==> src/rtl/encoder.sv <==
// Serial-in Hamming(7,4) encoder.
// Bits arrive one per write strobe (d1 first); once four bits are collected
// the codeword is registered on data_out and valid pulses for one cycle.
module encoder (
  input  logic       clk,
  input  logic       reset,
  input  logic       data_in,
  input  logic       write,
  output logic [6:0] data_out,
  output logic       valid
);

  // Position of the next incoming bit within the current nibble (0..3)
  logic [1:0] bit_count;
  // Partial nibble, oldest bit in the MSB: after three bits {d1,d2,d3}
  logic [2:0] hold_reg;
  // Codeword that would be produced if the current bit completes the nibble
  logic [6:0] next_code;

  logic d1, d2, d3, d4;
  logic p1, p2, p4;

  // Form the even-parity codeword from the held bits and the live input bit
  always_comb begin
    d1 = hold_reg[2];
    d2 = hold_reg[1];
    d3 = hold_reg[0];
    d4 = data_in;
    p1 = d1 ^ d2 ^ d4;
    p2 = d1 ^ d3 ^ d4;
    p4 = d2 ^ d3 ^ d4;
    next_code = {p1, p2, d1, p4, d2, d3, d4};
  end

  // Collect bits, publish the codeword on the fourth one, pulse valid once
  always_ff @(posedge clk) begin
    if (reset) begin
      bit_count <= 2'd0;
      hold_reg  <= 3'b000;
      data_out  <= 7'b0000000;
      valid     <= 1'b0;
    end else begin
      valid <= 1'b0;
      if (write) begin
        if (bit_count == 2'd3) begin
          data_out  <= next_code;
          valid     <= 1'b1;
          bit_count <= 2'd0;
          hold_reg  <= 3'b000;
        end else begin
          hold_reg  <= {hold_reg[1:0], data_in};
          bit_count <= bit_count + 2'd1;
        end
      end
    end
  end

endmodule

==> config.mk <==
export PLATFORM = sky130hd
export DESIGN_NAME = encoder
export DESIGN_NICKNAME = d
export VERILOG_FILES = /design/src/rtl/encoder.sv
export SDC_FILE = /design/constraint.sdc
export NUM_CORES = 1
export LEC_CHECK = 0
export BUFFER_PORTS_ARGS = -buffer_cell sky130_fd_sc_hd__clkbuf_2
export CORE_AREA = 2 2 39 41
export CTS_BUF_LIST = sky130_fd_sc_hd__clkbuf_4
export DETAILED_ROUTE_END_ITERATION = 7
export DIE_AREA = 0 0 41 43
export HOLD_SLACK_MARGIN = 0.12
export PLACE_DENSITY = 0.64
export SETUP_SLACK_MARGIN = 0.15
export SKIP_LAST_GASP = 1
export SYNTH_ARGS = -nofsm -noshare
export SYNTH_HDL_FRONTEND = slang
export SYNTH_SLANG_ARGS = --single-unit
==> constraint.sdc <==
create_clock -name clk -period 2.8 [get_ports clk]
set_input_delay 0.14 -clock clk [delete_from_list [all_inputs] [get_ports clk]]
set_output_delay 0.14 -clock clk [all_outputs]
set_load 0.01 [all_outputs]
# Yosys cells after proc, flatten, opt, wreduce, memory -nomap -nowiden
# Index checks and enable logic that the tools add are counted.
dict set report word_totals {
  word_cells 18
  out_inout_bits 8
  ff_bits 13
}
dict set report classes {
  bitwise 7
  eq_ne 1
  addsub 1
  n_reduce_logical 2
  n_mux 3
}
# cell count
set ops {}
lappend ops {{bitwise XOR 1 bit} 6}
lappend ops {{2-to-1 mux 3 bit} 1}
lappend ops {{adder 2 x 1 -> 2 bit, second input constant} 1}
lappend ops {{equality test 2 bit, second input constant} 1}
lappend ops {{2-to-1 mux 2 bit} 1}
lappend ops {{AND reduction 2 bit} 1}
lappend ops {{OR reduction 2 bit} 1}
lappend ops {{2-to-1 mux 1 bit} 1}
lappend ops {{inverter 1 bit} 1}

# Depth between registers and ports, before layout
dict set report depth {
  depth_word 2
  mapped_depth 5
  depth_no_buf 4
}

# Worst setup path after synthesis
# Ideal clock, no wire load.
dict set report synth_timing {
  kind {reg2reg}
  start {reg bit_count[0]}
  end {reg data_out[6]}
  stages_incl_launch_ff 6
  setup_ps 131
  setup_slack_ps 1735
  arrival_time_ps 935
  period_less_slack_ps 1065
  path_cell_list {dfxtp_1 ha_1 and2_1 clkbuf_4 nand2_1 a21oi_2}
}
dict set report synth_via {
  elab_chain_cells 2
}
# item line
set synth_lines {}
lappend synth_lines {{from (decl)} 14} ;# logic [1:0] bit_count;
lappend synth_lines {{from (signal assigned)} 52} ;# bit_count <= bit_count + 2'd1;
lappend synth_lines {{equality test 2 bit} 45} ;# if (bit_count == 2'd3) begin
lappend synth_lines {{AND reduction 2 bit (no source line)} n/a}
lappend synth_lines {{to (signal assigned)} 46} ;# data_out <= next_code;
lappend synth_lines {{to (decl)} 9} ;# output logic [6:0] data_out,
# Every way passes these cells.
# A chain may end at the register's enable or synchronous reset.

# Final worst setup path
dict set report layout_timing {
  start {reg hold_reg[1]}
  end {reg data_out[6]}
}
dict set report layout_via {
  elab_chain_cells 2
}
# item line
set layout_lines {}
lappend layout_lines {{from (decl)} 16} ;# logic [2:0] hold_reg;
lappend layout_lines {{from (signal assigned)} 51} ;# hold_reg <= {hold_reg[1:0], data_in};
lappend layout_lines {{bitwise XOR 1 bit (2 in series)} 29} ;# p1 = d1 ^ d2 ^ d4;
# Every way passes these cells.

==> impl_metrics.py <==
metrics = {
    "finish": {
        "finalNetCount": 79,
        "stdcell_area_um2": 659,
        "largest_register_ffs": 7,
        "final_util_pct": 47.6,
        "finish.cell_count_without_fillers": 88,
        "final_layout_size_suffix_gt1_share_pct": 22.2,
        "layout.cells.most_common": "nand2_1",
        "diodes": 0,
        "most-common-layout-cells": "nand2_1, dfxtp_1, clkbuf_2",
        "areaGrowthSynthToFinish_pct": 14.6,
    },
    "worst_setup_path": {
        "critical_path.slowest_cell": "xor3_1",
        "type_of_origin_of_the_critical_path": "flip-flop",
        "rr_worst_depth": 3,
        "path_class": "flip-flop to flip-flop",
        "buffering_stage_count_on_the_worst_path_with_inverters_included": 0,
        "reg2reg_setup_slack_ps": 1660,
        "worst_path_required_time_ps": 2970,
        "setup.worst_path.end_class": "flip-flop",
        "r2r_end": "data_out[6]$_SDFFE_PP0P_",
        "timing.critical_path.fanout_max": 5,
        "crit_chain": "xor3_1, nand2_1, a21oi_2",
        "worstPathArrival_ps": 1310,
        "worst_path_largest_cell_delay_ps": 450,
        "cp_top_family": "XOR/XNOR gates",
        "r2r_start": "hold_reg[1]$_SDFFE_PP0P_",
    },
    "timing": {
        "final.hold.worst_slack_ps": 165,
        "tightest_slew_ps": 278,
        "relative_slew_margins_pct": 81.5,
        "rsz_0062_raised_after_global_routing": "no",
        "final.period_utilization_pct": 40.8,
        "report.final.hold_viol_count": 0,
        "drv_slew": 0,
        "final.min_clock_period_ps": 1140,
        "setup_viol_count_final": 0,
        "finalClockSkew_ps": 1.12,
        "fin_tns_setup_ps": 0,
        "fmaxAchievable_mhz": 876,
    },
    "place": {
        "dpl-instance-area_um2": 629,
        "hpwlAfterDp_um": 702,
        "number_of_buffer_cells_added_on_primary_ports": 11,
        "routabilityCongestion": 0.738,
        "placedCellCount": 84,
    },
    "yosys": {
        "syn_area_um2": 576,
        "synth.distinct_cells": 15,
        "synth_cells": 61,
        "synthesis.nets": 67,
        "synth_sequential_area_ratio_pct": 45.2,
        "syn-mean-instance-area_um2": 9.44,
        "number_of_synthesized_register_bits": 13,
        "yosysWarnings": 0,
    },
    "clocking": {
        "cts_setup_buffers": 0,
        "cts.htree.levels": 1,
        "cts_hold_repair.buffers": 0,
        "max-clock-path-buffers": 2,
        "clkSinkCount": 13,
        "clk_latency_ps": 280,
        "worst_setup_hold_path_clk_slew_ps": 80,
        "cts_made_buffers": 3,
        "tritoncts": "yes",
        "post_cts_resized": 0,
        "cts_root_buf": "clkbuf_4",
    },
    "hold_path": {
        "worst_hold_path.num_cells": 3,
        "min_path_type": "input pin to flip-flop",
        "hold-path-endpoint": "data_out[0]$_SDFFE_PP0P_",
        "hold_path_startpoint": "data_in",
    },
    "route": {
        "drc": 0,
        "detailroute.via_count": 423,
        "detailedRoute.firstIterationViolations": 6,
        "ant_nets": 0,
        "routed_via_density": 4.81,
        "totalWireLength_um": 954,
        "firstDrtPassIters": 3,
        "routedWlPerCell_um": 10.8,
    },
    "die": {
        "core_um2": 1380,
        "placementRows": 14,
        "die-height_um": 43,
        "initial_core_util_pct": 41.6,
        "die-width_um": 41,
        "fp.dieArea_um2": 1760,
        "io_pins": 12,
    },
    "grt": {
        "first_pass_grt_wire_length_um": 1650,
        "grt_overflow_total": 0,
        "grt_antenna_before_repair": 0,
        "grt_util_all_layers_pct": 14.5,
        "vias_in_the_first_global_route": 393,
        "grt_max_degree": 14,
    },
    "power": {
        "static-leakage-power_uw": 0.000282,
        "power.ir.vdd_worst_v": 0.000267,
        "internal_power_uw": 272,
        "switching_share_pct": 23.1,
        "power.density_cell_area_nw_per_um2": 537,
        "power.share.sequential_pct": 54.9,
        "power.share.clock_pct": 36.3,
        "p_switching_uw": 81.8,
        "comb_power_share_pct": 8.9,
    },
    "run": {
        "drv.max_cap_violation_count": 0,
    },
    "outcome": {
        "run_status": "finished, final reports clean",
    },
}
layer usage:
layer  part of all wire (%)  global-route usage, %
met5                      0                      0
met1                     46                   18.3
met4                    3.6                   12.0
met2                     47                   20.0
met3                    3.5                   3.14
Yosys cell counts:
master,number,area [µm²]
a21oi_1,9,45.0
nor2_1,4,15.0
buf_1,1,3.75
mux2i_1,2,20.0
and2_1,1,6.26
buf_2,2,10.0
a21oi_2,1,8.76
clkbuf_4,1,7.51
nand2b_1,2,12.5
dfxtp_1,13,260
nand2_1,16,60.1
xor3_1,3,71.3
ha_1,2,25.0
or2b_1,1,7.51
nand3b_1,3,22.5
metrics by stage:
| stage | total power, µW | setup WS (ps) |
|---|---|---|
| finish | 354 | 1660 |
| global placement | 230 | 1680 |
| floorplan | 224 | 1730 |
| detailed placement | 231 | 1670 |
| CTS | 359 | 1650 |
| global route | 370 | 1580 |
area by class of cell:
class / instances / area [µm²]
clock buffers: 4 / 30.0
fillers: 147 / 724
multi-input cells: 44 / 294
flip-flops and latches: 13 / 260
well taps: 16 / 20.0
repair buffers: 11 / 55.1
logic make-up (layout without fill, tap and decap cells):
group | Yosys count | count (layout) | synth area share (%)
xor gates and xnor gates | 3 | 3 | 12.4
buffers and inverters | 4 | 15 | 3.70
AOI/OAI and AO/OA | 10 | 10 | 9.35
adders and majority gates | 2 | 2 | 4.35
muxes | 2 | 2 | 3.48
and+or+nand+nor | 27 | 27 | 21.5
DFF | 13 | 13 | 45.2
power by group through the flow:
stage	combinational, µW	sequential, µW	clock [µW]
final	31.4	194	128
after global routing	35.2	195	140
after CTS	32.1	194	132
after detailed placement	32.0	199	0
after global placement	31.1	198	0
after floorplan	25.8	198	0
worst max path at each step:
stage,startpoint,endpoint,cells past startpoint
2_1_floorplan,bit_count[0]$_SDFFE_PP0P_,data_out[6]$_SDFFE_PP0P_,5
3_3_place_gp,hold_reg[1]$_SDFFE_PP0P_,data_out[6]$_SDFFE_PP0P_,3
3_5_place_dp,hold_reg[1]$_SDFFE_PP0P_,data_out[6]$_SDFFE_PP0P_,3
4_1_cts,hold_reg[1]$_SDFFE_PP0P_,data_out[6]$_SDFFE_PP0P_,3
5_1_grt,bit_count[1]$_SDFFE_PP0P_,data_out[5]$_SDFFE_PP0P_,4
6_report,hold_reg[1]$_SDFFE_PP0P_,data_out[6]$_SDFFE_PP0P_,3
worst register-to-register path: cells and delay by family, from the launching register on:
| family | cells | cell delay, ps |
|---|---|---|
| AND/OR/NAND/NOR | 1 | 90 |
| flip-flops | 1 | 430 |
| AO/OA/AOI/OAI | 1 | 50 |
| XOR/XNOR | 1 | 450 |
No activity file was read; power rests on OpenSTA's default activity.
